==> src/rtl/ifu_pkg.sv <==
// Shared types for the instruction-fetch stage: queue entry, FSM states
// and the PC step helper.
package ifu_pkg;

  localparam int INST_BYTES = 4;

  typedef enum logic {
    BOOT = 1'b0,
    RUN  = 1'b1
  } fetch_state_e;

  typedef struct packed {
    logic [31:0] pc;
    logic [31:0] inst;
  } fetch_entry_t;

  // Sequential PC; wraps at 32 bits so 0xFFFF_FFFC steps to 0.
  function automatic logic [31:0] next_pc(input logic [31:0] pc);
    return pc + 32'(INST_BYTES);
  endfunction

endpackage

==> src/rtl/ifu_fetch_if.sv <==
// Bundle of the fetch stage's redirect, instruction-memory and decode-side
// signals; master is the fetch stage, slave is its environment.
interface ifu_fetch_if;
  import ifu_pkg::*;

  // Every channel is valid/ready: a transfer happens on a rising edge where
  // both are high, and payload is stable whenever valid is high. The
  // response channel has no ready; the fetch stage accepts every response.
  logic         redirect_valid;
  logic [31:0]  redirect_pc;
  logic         imem_req_valid;
  logic         imem_req_ready;
  logic [31:0]  imem_req_addr;
  logic         imem_rsp_valid;
  logic [31:0]  imem_rsp_data;
  logic         fetch_valid;
  logic         fetch_ready;
  logic [31:0]  fetch_pc;
  logic [31:0]  fetch_inst;
  logic [31:0]  fetch_pc4;
  fetch_state_e state;

  modport master (
    input  redirect_valid, redirect_pc, imem_req_ready, imem_rsp_valid,
           imem_rsp_data, fetch_ready,
    output imem_req_valid, imem_req_addr, fetch_valid, fetch_pc, fetch_inst,
           fetch_pc4, state
  );

  modport slave (
    output redirect_valid, redirect_pc, imem_req_ready, imem_rsp_valid,
           imem_rsp_data, fetch_ready,
    input  imem_req_valid, imem_req_addr, fetch_valid, fetch_pc, fetch_inst,
           fetch_pc4, state
  );

endinterface

==> src/rtl/ifu_fetch_queue.sv <==
// Small synchronous FIFO of fetch entries with flush; DEPTH is a power of two
// so the pointers wrap naturally.
module ifu_fetch_queue
  import ifu_pkg::*;
#(
  parameter int DEPTH = 2
) (
  input  logic                         clk,
  input  logic                         rst_n,
  input  logic                         flush,
  input  logic                         push,
  input  fetch_entry_t                 push_data,
  input  logic                         pop,
  output fetch_entry_t                 head,
  output logic [$clog2(DEPTH+1)-1:0]   count,
  output logic                         full,
  output logic                         empty
);

  localparam int AW = $clog2(DEPTH);
  localparam int CW = $clog2(DEPTH+1);

  fetch_entry_t   mem_q [DEPTH];
  logic [AW-1:0]  rd_ptr_q;
  logic [AW-1:0]  wr_ptr_q;
  logic [CW-1:0]  count_q;
  logic           do_push;
  logic           do_pop;

  assign empty   = (count_q == '0);
  assign full    = (count_q == CW'(DEPTH));
  assign count   = count_q;
  assign head    = mem_q[rd_ptr_q];
  assign do_pop  = pop && !empty;
  assign do_push = push && (!full || do_pop);

  always_ff @(posedge clk or negedge rst_n) begin
    if (!rst_n) begin
      rd_ptr_q <= '0;
      wr_ptr_q <= '0;
      count_q  <= '0;
    end else if (flush) begin
      rd_ptr_q <= '0;
      wr_ptr_q <= '0;
      count_q  <= '0;
    end else begin
      if (do_push) wr_ptr_q <= wr_ptr_q + AW'(1);
      if (do_pop)  rd_ptr_q <= rd_ptr_q + AW'(1);
      case ({do_push, do_pop})
        2'b10:   count_q <= count_q + CW'(1);
        2'b01:   count_q <= count_q - CW'(1);
        default: count_q <= count_q;
      endcase
    end
  end

  // Storage needs no reset: head is only consumed while the queue is non-empty.
  always_ff @(posedge clk) begin
    if (do_push && !flush) mem_q[wr_ptr_q] <= push_data;
  end

  // The credit rule upstream must keep a push from ever hitting a full queue.
  a_no_overflow: assert property (@(posedge clk) disable iff (!rst_n)
    !(push && full && !pop && !flush));

endmodule

==> src/rtl/ifu_fetch.sv <==
// Instruction-fetch stage: owns the PC, issues in-order imem requests under a
// credit limit, queues responses for decode and drops stale ones on redirect.
// Optional IFU_PERF_EN adds perf_fetched / perf_stall counters.
module ifu_fetch
  import ifu_pkg::*;
#(
  parameter logic [31:0] RESET_PC = 32'h8000_0000,
  parameter int          FQ_DEPTH = 2
) (
  input  logic        clk,
  input  logic        rst_n,
  ifu_fetch_if.master bus
`ifdef IFU_PERF_EN
  ,
  output logic [31:0] perf_fetched,
  output logic [31:0] perf_stall
`endif
);

  localparam int CW = $clog2(FQ_DEPTH+1);

  fetch_state_e   state_q, state_d;
  logic [31:0]    req_pc_q;
  logic [31:0]    rsp_pc_q;
  logic [CW-1:0]  outst_q, outst_d;
  logic [CW-1:0]  drop_q;
  logic [CW-1:0]  q_count;
  logic           q_full, q_empty;
  fetch_entry_t   q_head;
  fetch_entry_t   q_push_data;
  logic           req_valid;
  logic           credit_ok;
  logic           req_fire;
  logic           rsp_keep;
  logic           deq_fire;
  logic [31:0]    redirect_aligned;

  // Outstanding requests plus queued entries never exceed the queue depth,
  // so every response that comes back has a free slot waiting for it.
  assign credit_ok = ({1'b0, outst_q} + {1'b0, q_count}) < (CW+1)'(FQ_DEPTH);
  assign redirect_aligned = bus.redirect_pc & ~32'h3;

  always_comb begin
    state_d   = state_q;
    req_valid = 1'b0;
    case (state_q)
      BOOT: state_d = RUN;
      RUN: begin
        state_d   = RUN;
        req_valid = !bus.redirect_valid && credit_ok;
      end
    endcase
  end

  always_ff @(posedge clk or negedge rst_n) begin
    if (!rst_n) state_q <= BOOT;
    else        state_q <= state_d;
  end

  assign req_fire = req_valid && bus.imem_req_ready;
  assign rsp_keep = bus.imem_rsp_valid && (drop_q == '0) && !bus.redirect_valid;
  assign deq_fire = !q_empty && bus.fetch_ready;

  always_comb begin
    outst_d = outst_q;
    case ({req_fire, bus.imem_rsp_valid})
      2'b10:   outst_d = outst_q + CW'(1);
      2'b01:   outst_d = outst_q - CW'(1);
      default: outst_d = outst_q;
    endcase
  end

  // On redirect every response still owed after this cycle is stale; no
  // request can fire in a redirect cycle, so that is exactly outst_d.
  always_ff @(posedge clk or negedge rst_n) begin
    if (!rst_n) begin
      req_pc_q <= RESET_PC;
      rsp_pc_q <= RESET_PC;
      outst_q  <= '0;
      drop_q   <= '0;
    end else begin
      outst_q <= outst_d;
      if (bus.redirect_valid) begin
        req_pc_q <= redirect_aligned;
        rsp_pc_q <= redirect_aligned;
        drop_q   <= outst_d;
      end else begin
        if (req_fire) req_pc_q <= next_pc(req_pc_q);
        if (bus.imem_rsp_valid) begin
          if (drop_q != '0) drop_q   <= drop_q - CW'(1);
          else              rsp_pc_q <= next_pc(rsp_pc_q);
        end
      end
    end
  end

  assign q_push_data = '{pc: rsp_pc_q, inst: bus.imem_rsp_data};

  ifu_fetch_queue #(
    .DEPTH (FQ_DEPTH)
  ) u_queue (
    .clk       (clk),
    .rst_n     (rst_n),
    .flush     (bus.redirect_valid),
    .push      (rsp_keep),
    .push_data (q_push_data),
    .pop       (deq_fire),
    .head      (q_head),
    .count     (q_count),
    .full      (q_full),
    .empty     (q_empty)
  );

  assign bus.imem_req_valid = req_valid;
  assign bus.imem_req_addr  = req_pc_q;
  assign bus.fetch_valid    = !q_empty;
  assign bus.fetch_pc       = q_empty ? 32'h0 : q_head.pc;
  assign bus.fetch_inst     = q_empty ? 32'h0 : q_head.inst;
  assign bus.fetch_pc4      = q_empty ? 32'h0 : next_pc(q_head.pc);
  assign bus.state          = state_q;

`ifdef IFU_PERF_EN
  always_ff @(posedge clk or negedge rst_n) begin
    if (!rst_n) begin
      perf_fetched <= '0;
      perf_stall   <= '0;
    end else begin
      if (deq_fire) perf_fetched <= perf_fetched + 32'd1;
      if (state_q == RUN && !req_valid && !bus.redirect_valid)
        perf_stall <= perf_stall + 32'd1;
    end
  end
`endif

  // Full is implied by the credit count; kept on the queue for its assertion.
  logic unused_full;
  assign unused_full = q_full;

endmodule

==> src/flat_wrapper.sv <==
// flat-port wrapper written by rule: the top's interface ports become plain ports
module ifu_fetch_flat import ifu_pkg::*;
#(
  parameter logic [31:0] RESET_PC = 32'h8000_0000,
  parameter int          FQ_DEPTH = 2
)
  (clk, rst_n, bus_redirect_valid, bus_redirect_pc, bus_imem_req_ready, bus_imem_rsp_valid, bus_imem_rsp_data, bus_fetch_ready, bus_imem_req_valid, bus_imem_req_addr, bus_fetch_valid, bus_fetch_pc, bus_fetch_inst, bus_fetch_pc4, bus_state);
  ifu_fetch_if bus_i ();
  input  logic clk;
  input  logic rst_n;
  input wire logic [$bits(bus_i.redirect_valid)-1:0] bus_redirect_valid;
  input wire logic [$bits(bus_i.redirect_pc)-1:0] bus_redirect_pc;
  input wire logic [$bits(bus_i.imem_req_ready)-1:0] bus_imem_req_ready;
  input wire logic [$bits(bus_i.imem_rsp_valid)-1:0] bus_imem_rsp_valid;
  input wire logic [$bits(bus_i.imem_rsp_data)-1:0] bus_imem_rsp_data;
  input wire logic [$bits(bus_i.fetch_ready)-1:0] bus_fetch_ready;
  output wire logic [$bits(bus_i.imem_req_valid)-1:0] bus_imem_req_valid;
  output wire logic [$bits(bus_i.imem_req_addr)-1:0] bus_imem_req_addr;
  output wire logic [$bits(bus_i.fetch_valid)-1:0] bus_fetch_valid;
  output wire logic [$bits(bus_i.fetch_pc)-1:0] bus_fetch_pc;
  output wire logic [$bits(bus_i.fetch_inst)-1:0] bus_fetch_inst;
  output wire logic [$bits(bus_i.fetch_pc4)-1:0] bus_fetch_pc4;
  output wire logic [$bits(bus_i.state)-1:0] bus_state;
  assign bus_i.redirect_valid = bus_redirect_valid;
  assign bus_i.redirect_pc = bus_redirect_pc;
  assign bus_i.imem_req_ready = bus_imem_req_ready;
  assign bus_i.imem_rsp_valid = bus_imem_rsp_valid;
  assign bus_i.imem_rsp_data = bus_imem_rsp_data;
  assign bus_i.fetch_ready = bus_fetch_ready;
  assign bus_imem_req_valid = bus_i.imem_req_valid;
  assign bus_imem_req_addr = bus_i.imem_req_addr;
  assign bus_fetch_valid = bus_i.fetch_valid;
  assign bus_fetch_pc = bus_i.fetch_pc;
  assign bus_fetch_inst = bus_i.fetch_inst;
  assign bus_fetch_pc4 = bus_i.fetch_pc4;
  assign bus_state = bus_i.state;
  ifu_fetch #(.RESET_PC(RESET_PC), .FQ_DEPTH(FQ_DEPTH)) u_core (.clk(clk), .rst_n(rst_n), .bus(bus_i));
endmodule
==> config.mk <==
export PLATFORM = sky130hd
export DESIGN_NAME = ifu_fetch_flat
export DESIGN_NICKNAME = d
export VERILOG_FILES = /design/src/rtl/ifu_pkg.sv /design/src/rtl/ifu_fetch_if.sv /design/src/rtl/ifu_fetch_queue.sv /design/src/rtl/ifu_fetch.sv /design/src/flat_wrapper.sv
export SDC_FILE = /design/constraint.sdc
export NUM_CORES = 1
export LEC_CHECK = 0
export ABC_AREA = 1
export CAP_MARGIN = 20
export CORE_ASPECT_RATIO = 0.8
export CORE_MARGIN = 2
export CORE_UTILIZATION = 30
export CTS_CLUSTER_SIZE = 24
export DETAILED_ROUTE_END_ITERATION = 10
export DONT_BUFFER_PORTS = 1
export PLACE_DENSITY_LB_ADDON = 0.25
export SLEW_MARGIN = 30
export SYNTH_ARGS = -nofsm -noshare
export SYNTH_HDL_FRONTEND = slang
export SYNTH_SLANG_ARGS = --single-unit
==> constraint.sdc <==
create_clock -name clk -period 3.9 [get_ports clk]
set_input_delay 0.39 -clock clk [delete_from_list [all_inputs] [get_ports clk]]
set_output_delay 0.39 -clock clk [all_outputs]
set_load 0.005 [all_outputs]
==> impl_metrics.json, run 1 <==
{
  "die_w_um": 215,
  "p_int_uw": 3860,
  "hold_violations": 0,
  "syn-cell-area_um2": 10600,
  "power_density_nw_per_um2": 543,
  "final.setup_skew_ns": 0.0123,
  "tightest_slew_ns": 0.900,
  "ys_ff_latch": 193,
  "async_reset_ff_share_pct": 35.8,
  "pin_count": 201,
  "worstPathArrival_ns": 2.78,
  "finalSetupViolations": 0,
  "drcViolationCount": 0,
  "worstRegToRegCells": 9,
  "num_rows": 61,
  "drt_pass1_iterations": 9,
  "max_freq_mhz": 316,
  "synth_cell_types": 45,
  "n_antenna_cell": 0,
  "drt_iter0_markers": 729,
  "syn_inst": 1360,
  "dp_hpwl_um": 22500,
  "dp_slack_ns": 1.17,
  "hold_class": "in -> reg",
  "p_sw_share_pct": 39.4,
  "regArea_um2": 5450,
  "ir_worst_vdd_mv": 0.335,
  "yosysWarnings": 0,
  "maxCapViolations": 0,
  "h-tree-depth": 4,
  "grt_pass1_wl_um": 47700,
  "cts_buffer_depth": 2,
  "crit_type": "reg -> out",
  "synth_top_family_by_area": "simple AND/OR/NAND/NOR gates",
  "grt_max_degree": 70,
  "critPathRequiredTime_ns": 3.51,
  "startpoint_type": "register",
  "clkLatencyLatePin_ns": 0.44,
  "portBuffers": 0,
  "setup_ws_ns": 0.732,
  "grt_pass1_vias": 8204,
  "power.share.sequential_pct": 42.7,
  "root_buffer": "clkbuf_16",
  "fillCellCount": 3704,
  "synthFlopType": "edfxtp_1",
  "wire_per_inst_um": 16.7,
  "hold-path-cell-count": 0,
  "timing.rr.start": "u_core.u_queue.count[0]",
  "power.switching_uw": 2520,
  "critPathMaxFanout": 67,
  "start_util_pct": 30.5,
  "avgViaCountPerCell": 4.81,
  "synth_area_leaders": "edfxtp_1 35%, nand2_1 17%, dfrtp_1 16%",
  "overflow": 0,
  "fin_setup_tns_ns": 0,
  "multi_input_comb_area_um2": 4570,
  "synthAdderAreaFrac_pct": 0.776,
  "synth_most_common_cell": "nand2_1",
  "power.leakage_uw": 0.00466,
  "period_share_pct": 81.2,
  "path_clk_slew_ns": 0.08,
  "synth_common_cells": "478 x nand2_1, 207 x nor2_1, 124 x edfxtp_1",
  "track_usage_pct": 16.8,
  "pwr-share-clk_pct": 28.3,
  "synth_area_leader_cell": "edfxtp_1",
  "antenna_found_initial": 0,
  "finalNetCount": 1425,
  "ant_nets": 0,
  "place_congestion": 0.872,
  "dr_total_vias": 8819,
  "dieArea_um2": 37000,
  "clock-sinks": 193,
  "critPathCaptureType": "output pin",
  "rsz0062_at_grt": "false",
  "hold-worst-slack_ns": 0.0334,
  "synthMuxAreaShare_pct": 0,
  "numCtsBuffers": 17,
  "drive_gt1_share_pct": 7.49,
  "syn_avg_cell_area_um2": 7.83,
  "fp.dieH_um": 172,
  "synth_xor_area_share_pct": 0.988,
  "core_um2": 34900,
  "slew_headroom_pct": 39.9,
  "synthSimpleGateAreaFrac_pct": 33.6,
  "crit_start": "u_core.u_queue.rd_ptr_q",
  "status": "completed",
  "syn2layout_area_growth_pct": 10.4,
  "worstHoldStart": "bus_imem_rsp_data[4]",
  "cts_tree": "built",
  "synth_compound_area_share_pct": 7.16,
  "finalMaxSlewViolations": 0,
  "p_comb_share_pct": 28.9,
  "ys_seq_area_share_pct": 51.2,
  "post-route-min-period_ns": 3.17,
  "synth_edf_count": 124,
  "netlist.area_leader.share_pct": 35.0,
  "drt-total-wl_um": 30600
}
[path summary, 6_finish.rpt]
path	to	slack, ns
max in group asynchronous	u_core.rsp_pc_q[31]	3.08
hold reg to reg	u_core.outst_q[1]	0.53
setup reg to reg	u_core.bus.imem_req_addr[9]	1.17
hold / removal	u_core.u_queue.mem_q[1][4]	0.03
min in group asynchronous	u_core.bus.imem_req_addr[29]	0.46
setup / recovery	bus_fetch_pc4[26]	0.73
[cells in the final DEF, fill, tap and decap left out, types with 3 or more instances in the layout]
cell type / netlist / final
a31oi_1: 3 / 3
nand3b_1: 14 / 14
dfrtp_1: 67 / 66
inv_6: 1 / 5
buf_4: 8 / 12
clkinv_1: 2 / 3
o21ai_0: 33 / 33
o21ai_1: 4 / 4
nor3_2: 3 / 3
nand2_2: 21 / 21
xnor2_1: 3 / 3
ha_1: 5 / 5
nor2_4: 4 / 7
nand3_1: 85 / 85
inv_1: 98 / 97
clkbuf_16: 0 / 17
conb_1: 2 / 7
a21oi_1: 75 / 75
o21bai_1: 4 / 4
clkinv_8: 0 / 5
inv_8: 0 / 3
nor3_1: 15 / 15
nand2_1: 478 / 478
edfxtp_1: 124 / 124
o211ai_1: 12 / 12
nor2_2: 18 / 18
xor2_1: 9 / 9
nor2_1: 207 / 204
nand4_1: 4 / 4
[final cells by class]
cell class / count / share of cell area, %
clock buffers: 17 / 3.62
clock inverters: 14 / 1.61
inverters: 103 / 3.33
multi-input cells: 1020 / 38.9
flip-flops and latches: 193 / 46.4
well taps: 472 / 5.03
repair buffers: 14 / 1.09
[cells by family after synthesis]
kind of cell,Yosys count
buffers and inverters,152
DFF,193
and+or+nand+nor,856
xor gates and xnor gates,12
AOI/OAI and AO/OA,139
adders and majority gates,6
other,2
[metrics by stage]
step | instance area, um^2 | cells | total power, uW | util (%)
3_3_place_gp | 11100 | 1800 | 4570 | 31.8
6_report | 11700 | 1833 | 6380 | 33.7
4_1_cts | 11700 | 1833 | 6440 | 33.7
3_5_place_dp | 11100 | 1800 | 4600 | 31.8
2_1_floorplan | 10700 | 1365 | 4070 | -
5_1_grt | 11700 | 1833 | 6810 | 33.7
[critical path, cell delays in order, from the launching register on]
cell,delay [ns]
dfrtp_2,0.44
inv_6,0.40
nand2_1,0.09
nand2_1,0.27
ha_1,0.25
inv_1,0.06
nor2_1,0.15
nand2_1,0.13
nor2_1,0.21
nand2_1,0.08
nand2_1,0.05
nand2_1,0.05
nor2_1,0.13
[what timing repair did]
| action | 4_1_cts | 5_1_grt |
|---|---|---|
| resized for setup | 0 | 0 |
| buffers inserted | 0 | 0 |
| hold endpoints to repair | 69 | 0 |
| hold buffers | 2 | 0 |
[routing by layer]
metal | track usage (%) | routed length [um] | vias up
met2 | 24.7 | 12700 | 284
met3 | 4.12 | 2040 | 27
met5 | 0 | 0 | -
li1 | - | - | 4375
met4 | 4.14 | 393 | 0
met1 | 24.6 | 15400 | 4133
[flip-flops by register name, indices dropped and copies added (netlist names)]
register / cells
u_core.u_queue.wr_ptr_q: 1
u_core.u_queue.rd_ptr_q: 1
u_core.rsp_pc_q: 30
u_core.u_queue.count: 2
u_core.outst_q: 2
u_core.bus.imem_req_addr: 30
u_core.u_queue.mem_q: 124
u_core.drop_q: 2
u_core.bus.state: 1
[power by group through the flow]
stage | clock, uW | sequential (uW) | combinational, uW
final | 1810 | 2730 | 1850
after CTS | 1860 | 2720 | 1860
after global placement | 0 | 2760 | 1810
after floorplan | 0 | 2660 | 1410
after global routing | 1930 | 2760 | 2110
after detailed placement | 0 | 2770 | 1830
(Power assumes the default switching activity.)
==> run 2, diff against run 1 <==
==> constraint.sdc (replaced) <==
create_clock -name clk -period 2.9 [get_ports clk]
set_input_delay 0.29 -clock clk [delete_from_list [all_inputs] [get_ports clk]]
set_output_delay 0.29 -clock clk [all_outputs]
set_load 0.005 [all_outputs]
==> run 2 against run 1 <==
- design area rose by 3.7%
- final cell count grew 2.1%
- combinational power grew 40%
- utilization increased by 1.3 points
- sequential cell count did not move
- clock skew grew 0.0016 ns
- non-clock buffer count rose by 37
- die area is the same
- critical path type unchanged
- critical endpoint is now bus_fetch_pc4[30]
- largest cell class unchanged
==> impl_metrics.json, run 2 (synthesis results as in run 1) <==
{
  "fin_setup_tns_ns": 0,
  "crit_type": "reg -> out",
  "final-instance-count-excl-fill": 1871,
  "power_density_nw_per_um2": 712,
  "power.leakage_uw": 0.00484,
  "dp_hpwl_um": 22500,
  "critPathCaptureType": "output pin",
  "worstPathArrival_ns": 2.42,
  "root_buffer": "clkbuf_16",
  "clock-sinks": 193,
  "hold_violations": 0,
  "critPathRequiredTime_ns": 2.61,
  "period_share_pct": 93.3,
  "drt_iter0_markers": 765,
  "pin_count": 201,
  "holdPathEnd": "u_core.bus.imem_req_addr[25]",
  "avgViaCountPerCell": 4.80,
  "grt_pass1_wl_um": 48600,
  "worstRegToRegCells": 10,
  "cts_buffer_depth": 2,
  "multi_input_comb_area_um2": 4590,
  "maxCapViolations": 0,
  "overflow": 0,
  "die_w_um": 215,
  "cp_slowest_stage_delay_ns": 0.48,
  "finalNetCount": 1462,
  "rsz0062_at_grt": "false",
  "largest_register_ffs": 124,
  "drcViolationCount": 0,
  "hold_class": "in -> reg",
  "path_clk_slew_ns": 0.08,
  "status": "completed",
  "n_antenna_cell": 0,
  "ant_nets": 0,
  "max_freq_mhz": 370,
  "num_rows": 61,
  "portBuffers": 0,
  "dp.cells": 1804,
  "finalSetupViolations": 0,
  "r2r_slack_ns": 0.52,
  "regArea_um2": 5450,
  "final_common_cell": "nand2_1",
  "antenna_found_initial": 0,
  "drive_gt1_share_pct": 7.93,
  "h-tree-depth": 4,
  "fp.dieH_um": 172,
  "ir_worst_vdd_mv": 0.396,
  "final.setup_skew_ns": 0.0140,
  "hold-path-cell-count": 2,
  "place_congestion": 0.878,
  "drt_pass1_iterations": 5,
  "timing.rr.start": "u_core.u_queue.count[0]",
  "grt_max_degree": 83,
  "max_flop_register": "u_core.u_queue.mem_q",
  "drt-total-wl_um": 31000,
  "grt_pass1_vias": 8398,
  "tightest_slew_ns": 0.665,
  "startpoint_type": "register",
  "worstHoldStart": "bus_redirect_pc[25]",
  "cp_cell_sequence": "buf_6 -> nand2_1 -> nand2_2 -> ha_1 -> inv_1 -> nor2_1 -> nand2_2 -> nor2_4 -> nand2_1 -> nand2_1 -> nand2_1 -> nor2_1",
  "critPathSlowestCell": "dfrtp_2",
  "cts_tree": "built",
  "core_um2": 34900,
  "worst_r2r_endpoint": "u_core.bus.imem_req_addr[19]",
  "cp_common_cell": "nand2_1",
  "slew_headroom_pct": 55.7,
  "wire_per_inst_um": 16.6,
  "start_util_pct": 30.5,
  "fillCellCount": 3686,
  "dieArea_um2": 37000,
  "post-route-min-period_ns": 2.71,
  "final_cell_mix": "475 x nand2_1, 203 x nor2_1, 124 x edfxtp_1",
  "dr_total_vias": 8976,
  "clkLatencyLatePin_ns": 0.44,
  "finalMaxSlewViolations": 0,
  "track_usage_pct": 17.1,
  "syn2layout_area_growth_pct": 14.5,
  "numCtsBuffers": 17,
  "critPathMaxFanout": 13
}
## run 2: critical path: cells and delay by family (launching register included)
kind / cells / cell delay, ns
fa+ha+maj: 1 / 0.22
flops: 1 / 0.48
simple gates: 9 / 1.03
buf+inv: 2 / 0.24
## run 2: layout make-up
| type | instances | share of cell area [%] |
|---|---|---|
| Clock buffer | 17 | 3.49 |
| Clock inverter | 15 | 1.66 |
| Inverter | 103 | 3.28 |
| Multi-Input combinational cell | 1020 | 37.7 |
| Sequential cell | 193 | 44.8 |
| Tap cell | 472 | 4.85 |
| Timing Repair Buffer | 51 | 4.30 |
## run 2: per-stage QoR
stage	instance area [um^2]	power (uW)	setup slack [ns]	hold slack [ns]	utilization [%]
floorplan	10700	5470	-0.173	-0.00559	-
global placement	11100	6190	0.449	-0.00369	31.9
detailed placement	11100	6230	0.453	-0.00394	31.9
CTS	12100	8740	0.0354	0.0110	34.8
global route	12200	9270	0.0111	0.0200	34.9
finish	12200	8680	0.194	0.0337	34.9
## run 2: worst max path at each step
stage / startpoint / cells past startpoint / endpoint / slack [ns]
global route: u_core.u_queue.rd_ptr_q / 12 / bus_fetch_pc4[23] / 0.01
CTS: u_core.u_queue.rd_ptr_q / 12 / bus_fetch_pc4[31] / 0.04
global placement: u_core.u_queue.rd_ptr_q / 11 / bus_fetch_pc4[28] / 0.45
floorplan: u_core.drop_q[0] / 6 / u_core.u_queue.mem_q[0][0] / -0.17
finish: u_core.u_queue.rd_ptr_q / 12 / bus_fetch_pc4[30] / 0.19
detailed placement: u_core.u_queue.rd_ptr_q / 12 / bus_fetch_pc4[26] / 0.45
## run 2: power breakdown
part	switching (uW)	total, uW	internal, uW
registers	390	3670	3280
logic	1830	2590	751
clock network	1230	2420	1190
## run 2: layer usage
metal	track usage (%)	vias to the layer above	routed length, um
met5	0	-	0
met4	3.93	0	310
met3	4.05	14	2170
met2	25.2	317	12900
met1	25.3	4195	15600
li1	-	4450	-
## run 2: timing repair
action / 4_1_cts / 5_1_grt
resized for setup: 2 / 13
endpoints found under the hold margin: 135 / 0
pin swaps: 0 / 1
setup endpoints to repair: 10 / 19
hold buffers: 35 / 0
buffers inserted: 0 / 0
